## src/rtl/hilo_md_unit.sv

```systemverilog
// Multi-cycle MULT/MULTU/DIV/DIVU unit owning the HI/LO pair and the pipeline stall handshake.
// Optional feature macro HILO_MADD_EN: op 111 becomes signed multiply-accumulate into {hi,lo}.
module hilo_md_unit #(
   parameter int WIDTH   = 32,
   parameter int MUL_LAT = 2
) (
   input  logic             clk,
   input  logic             resetn,
   input  logic             op_valid,
   input  logic [2:0]       op,
   input  logic [WIDTH-1:0] src_a,
   input  logic [WIDTH-1:0] src_b,
   input  logic             cancel,
   output logic             busy,
   output logic             done,
   output logic             div_by_zero,
   output logic [WIDTH-1:0] hi,
   output logic [WIDTH-1:0] lo
);
   localparam int CNT_MAX = (WIDTH > MUL_LAT) ? WIDTH : MUL_LAT;
   localparam int CNT_W   = $clog2(CNT_MAX + 1);

   localparam logic [2:0] OP_MULT  = 3'b001;
   localparam logic [2:0] OP_MULTU = 3'b010;
   localparam logic [2:0] OP_DIV   = 3'b011;
   localparam logic [2:0] OP_DIVU  = 3'b100;
   localparam logic [2:0] OP_MTHI  = 3'b101;
   localparam logic [2:0] OP_MTLO  = 3'b110;
`ifdef HILO_MADD_EN
   localparam logic [2:0] OP_MADD  = 3'b111;
`endif

   typedef enum logic [1:0] {IDLE, MUL_WAIT, DIV_RUN, FINISH} state_t;

   state_t           state, state_nxt;
   logic [CNT_W-1:0] cnt;

   logic               accept, is_mul, is_div, signed_op, b_zero, mul_last, div_last;
   logic [2*WIDTH-1:0] a_ext, b_ext, product;
   logic [WIDTH-1:0]   mag_a, mag_b;
   logic [WIDTH:0]     rem_shift, trial;

   logic [2*WIDTH-1:0] prod_q;
   logic [WIDTH-1:0]   quo_q, rem_q, dsr_q;
   logic               quo_neg_q, rem_neg_q, dbz_q;
`ifdef HILO_MADD_EN
   logic               madd_q;
`endif

`ifdef HILO_MADD_EN
   assign is_mul    = (op == OP_MULT) || (op == OP_MULTU) || (op == OP_MADD);
   assign signed_op = (op == OP_MULT) || (op == OP_DIV) || (op == OP_MADD);
`else
   assign is_mul    = (op == OP_MULT) || (op == OP_MULTU);
   assign signed_op = (op == OP_MULT) || (op == OP_DIV);
`endif
   assign is_div   = (op == OP_DIV) || (op == OP_DIVU);
   assign b_zero   = (src_b == '0);
   assign accept   = op_valid && !cancel && (state == IDLE);
   assign mul_last = (state == MUL_WAIT) && (cnt == CNT_W'(MUL_LAT - 1));
   assign div_last = (state == DIV_RUN) && (cnt == CNT_W'(WIDTH - 1));

   // Low 2*WIDTH bits of the extended product are exact for both signed and unsigned operands.
   assign a_ext   = {{WIDTH{signed_op & src_a[WIDTH-1]}}, src_a};
   assign b_ext   = {{WIDTH{signed_op & src_b[WIDTH-1]}}, src_b};
   assign product = a_ext * b_ext;

   assign mag_a = (signed_op && src_a[WIDTH-1]) ? -src_a : src_a;
   assign mag_b = (signed_op && src_b[WIDTH-1]) ? -src_b : src_b;

   assign rem_shift = {rem_q, quo_q[WIDTH-1]};
   assign trial     = rem_shift - {1'b0, dsr_q};

   always_comb begin
      // NOTE: every signal written here gets a default first, so no path can infer a latch.
      state_nxt = state;
      busy      = (state != IDLE);
      case (state)
         IDLE: begin
            if (accept && is_mul)      state_nxt = MUL_WAIT;
            else if (accept && is_div) state_nxt = b_zero ? FINISH : DIV_RUN;
         end
         MUL_WAIT: if (mul_last) state_nxt = IDLE;
         DIV_RUN:  if (div_last) state_nxt = FINISH;
         FINISH:   state_nxt = IDLE;
         default:  state_nxt = IDLE;
      endcase
      if (cancel) state_nxt = IDLE;
   end

   always_ff @(posedge clk) begin
      if (!resetn) begin
         state <= IDLE;
         cnt   <= '0;
      end else begin
         // NOTE: sequential state uses non-blocking assignments so all registers see pre-edge values.
         state <= state_nxt;
         if (state_nxt != state)                        cnt <= '0;
         else if (state == MUL_WAIT || state == DIV_RUN) cnt <= cnt + CNT_W'(1);
      end
   end

   // NOTE: working registers carry no reset; they are always loaded on accept before being read.
   always_ff @(posedge clk) begin
      if (accept && is_mul) begin
         prod_q <= product;
`ifdef HILO_MADD_EN
         madd_q <= (op == OP_MADD);
`endif
      end
      if (accept && is_div) begin
         quo_q     <= mag_a;
         dsr_q     <= mag_b;
         rem_q     <= '0;
         quo_neg_q <= signed_op & (src_a[WIDTH-1] ^ src_b[WIDTH-1]);
         rem_neg_q <= signed_op & src_a[WIDTH-1];
         dbz_q     <= b_zero;
      end
      if (state == DIV_RUN) begin
         quo_q <= {quo_q[WIDTH-2:0], ~trial[WIDTH]};
         rem_q <= trial[WIDTH] ? rem_shift[WIDTH-1:0] : trial[WIDTH-1:0];
      end
   end

   always_ff @(posedge clk) begin
      if (!resetn) begin
         hi          <= '0;
         lo          <= '0;
         done        <= 1'b0;
         div_by_zero <= 1'b0;
      end else begin
         done        <= 1'b0;
         div_by_zero <= 1'b0;
         if (accept && op == OP_MTHI) hi <= src_a;
         if (accept && op == OP_MTLO) lo <= src_a;
         if (mul_last && !cancel) begin
            done <= 1'b1;
`ifdef HILO_MADD_EN
            {hi, lo} <= madd_q ? ({hi, lo} + prod_q) : prod_q;
`else
            {hi, lo} <= prod_q;
`endif
         end
         // Sign fixup: quotient truncates toward zero, remainder follows the dividend.
         if (state == FINISH && !cancel) begin
            done <= 1'b1;
            if (dbz_q) begin
               div_by_zero <= 1'b1;
            end else begin
               lo <= quo_neg_q ? -quo_q : quo_q;
               hi <= rem_neg_q ? -rem_q : rem_q;
            end
         end
      end
   end
endmodule

```

## config.mk

```make
export PLATFORM = sky130hd
export DESIGN_NAME = hilo_md_unit
export DESIGN_NICKNAME = d
export VERILOG_FILES = /design/src/rtl/hilo_md_unit.sv
export SDC_FILE = /design/constraint.sdc
export NUM_CORES = 2
export LEC_CHECK = 0
export BUFFER_PORTS_ARGS = -buffer_cell sky130_fd_sc_hd__buf_2
export CORE_ASPECT_RATIO = 2
export CORE_MARGIN = 4
export CORE_UTILIZATION = 60
export DETAILED_ROUTE_END_ITERATION = 10
export PLACE_DENSITY_LB_ADDON = 0.25
export SLEW_MARGIN = 30
export SYNTH_ARGS = -nofsm -noshare
export SYNTH_HDL_FRONTEND = slang
export SYNTH_SLANG_ARGS = --single-unit
```

## constraint.sdc

```tcl
create_clock -name clk -period 14.08 [get_ports clk]
set_clock_uncertainty 0.2 [all_clocks]
set_input_delay 1.408 -clock clk [delete_from_list [all_inputs] [get_ports clk]]
set_output_delay 1.408 -clock clk [all_outputs]
set_load 0.005 [all_outputs]
```

==> summary.md <==
| Metric | Value |
|---|---|
| Vias in the first global route | `about 44,000` |
| Fin. max-slew vios | `0` |
| Post-synthesis sequential area ratio | `approximately 12%` |
| Slew HR | `22.42%` |
| Status | `finished clean` |
| Most common cell after layout, fill and taps aside | `inv_1` |
| RSZ-0062 raised after global routing | `no` |
| Worst-margin pin slew | `around 1.2 ns` |
| Die width | `~220 um` |
| YS warnings | `0` |
| Type of the worst min-delay path | `reg -> reg` |
| Initial antenna violation count | `11` |
| Fin util | `between 60% and 70%` |
| Asr flop ratio synth | `0%` |
| Most frequent cells in the layout | `1,196 x inv_1, 1,126 x fa_1, 1,012 x nand2_1` |
| R2R depth | `13` |
| Synth unique cells | `between 60 and 70` |
| Initial core utilization | `a little over 60%` |
| CP delay by family, top | `adder cells` |
| Total of max-cap violations | `0` |
| GRT Overall Usage | `between 30 and 40%` |
| Clock Tree Root | `clkbuf_16` |
| Clk pin slew, worst setup/hold paths | `~0.070 ns` |
| # DRC | `0` |
| CTS sink count | `around 240` |
| WHS | `0.3181 ns` |
| Pin count of the biggest net entering global routing | `99` |
| Synth Net Count | `7,151` |
| Via count | `between 40,000 and 50,000` |
| FF+latch count, synth | `approximately 240` |
| CTS H-tree lvls | `1` |
| Worst-Skew Late Latency | `~0.54 ns` |
| Post-route ant nets | `0` |
| Synthesized instance count | `about 5,700` |
| WP depth | `29` |
| Top FF cell, synth | `edfxtp_1` |
| Core area | `85,770 um^2` |
| Cell count of the worst hold path | `2` |
| CTS Buf Count | `21` |
| DR WL/cell | `25.08 um` |
| Die Area | `slightly above 90,000 um^2` |
| Final setup violation count | `0` |
| Initial DRC count | `3,709` |
| CP Data Required Time | `14.17 ns` |
| Placer congestion estimate | `about 0.97` |
| Setup TNS | `0 ns` |
| Crit end category | `flop` |
| Min cycle time layout | `11.12 ns` |
| Slowest stage delay, CP | `1.11 ns` |
| Post-CTS Setup Bufs | `0` |
| DP Wirelength | `~120 mm` |
| Drt total wl | `about 170 mm` |
| Pre-antenna DRT Iters | `7` |
| Fillers | `between 7,000 and 8,000` |
| Synth-to-layout area growth | `4.434%` |
| WP data arrival | `11.21 ns` |
| IO buf count | `~140` |
| Die height | `423.6 um` |
| CP max-delay cell | `fa_1` |
| Crit path buffers/inverters | `8` |
| # IOs | `roughly 140` |
| CP Max Fanout | `30` |
| CTS hold repair buffers | `0` |
| Fin crit share | `between 70 and 80%` |
| Fraction of layout cells with a size suffix above 1 | `under 10%` |
| CTS tree | `built` |
| WS Path Type | `in -> reg` |
| Number of synthesized flops with an enable pin | `163` |
| Cell area after synthesis | `between 50,000 and 60,000 um^2` |
| Crit path launch type | `input port` |
| Resized cells post-CTS | `0` |
| Std-Cell Rows | `about 150` |
| GR Overflow Total | `0` |
| Final #Nets | `~7,000` |
| Final Hold Fails | `0` |
| Vias per inst | `6.031` |
| Max Root-Sink Buffers | `3` |
| First-pass GRT wire length | `259.0 mm` |
| Syn_area_per_cell | `9.093 um^2` |
| Fmax | `~90 MHz` |
| Cell mode on critical path | `fa_1` |
## state kept, by name, indices dropped and copies added (netlist names)
| register | count |
|---|---|
| dbz_q | 1 |
| lo | 32 |
| prod_q | 64 |
| dsr_q | 32 |
| cnt | 6 |
| done | 1 |
| hi | 32 |
| quo_q | 32 |
| div_by_zero | 1 |
| rem_neg_q | 1 |
| rem_q | 32 |
| state | 2 |
| quo_neg_q | 1 |
## layout make-up
type	count	area (um^2)	share of cell area, %
diodes	10	25.02	0.04625
inverters	1197	4493	8.305
repair buffers	222	1348	2.491
well taps	1155	1445	2.671
flip-flops and latches	237	6376	11.79
clock inverters	6	65.06	0.1203
clock buffers	32	639.4	1.182
multi-input cells	3920	39710	73.40
## final timing paths
| check | endpoint | from | slack, ns |
|---|---|---|---|
| worst max-delay path | prod_q[61] | op[0] | 2.96 |
| worst min-delay path | cnt[1] | cnt[1] | 0.32 |
| worst max register to register | rem_q[3] | rem_q[0] | 9.68 |
| worst min register to register | cnt[1] | cnt[1] | 0.32 |
## cells in the mapped netlist (74+ instances only)
master	n	share of area, %
clkbuf_1	275	2.0
a21oi_1	130	1.3
and2_1	290	3.5
dfxtp_1	74	2.9
fa_1	1126	44
inv_1	1197	8.7
edfxtp_1	163	9.4
ha_1	257	6.2
xor2_1	95	1.6
nand2_1	1012	7.3
nor2_1	142	1.0
xnor2_1	131	2.2
o21ai_0	194	1.9
## cell families after synthesis
family	share of synthesized area (%)
AND/OR/NAND/NOR	14.58
buffers and inverters	11.17
adder cells (fa/ha/maj)	49.72
AO/OA/AOI/OAI	7.144
flip-flops	12.31
XOR/XNOR	3.821
multiplexers	1.256
## metrics by stage
step	instances	cell area [um^2]	setup WS, ns
global route	6772	54080	2.518
global placement	6729	53330	2.208
CTS	6767	54030	3.037
detailed placement	6729	53330	2.461
finish	6779	54100	2.959
floorplan	5697	51800	4.355
## worst min-delay path, stage by stage, from the launching register on
cell and delay (ns):
dfxtp_1 0.34, nor2_1 0.09, a211oi_1 0.05
## routing by layer
layer | GRT usage, % | part of all wire [%] | up-vias | wire [um]
met4 | 30.35 | 11 | 0 | 18100
met2 | 62.44 | 48 | 2517 | 81240
met3 | 7.623 | 9.7 | 852 | 16510
met1 | 42.11 | 32 | 20568 | 54160
met5 | 0 | 0 | - | 0
li1 | - | - | 16949 | -
Power is not shown: default switching activity piles up to over one toggle a cycle in this logic, so the estimate is an artifact.
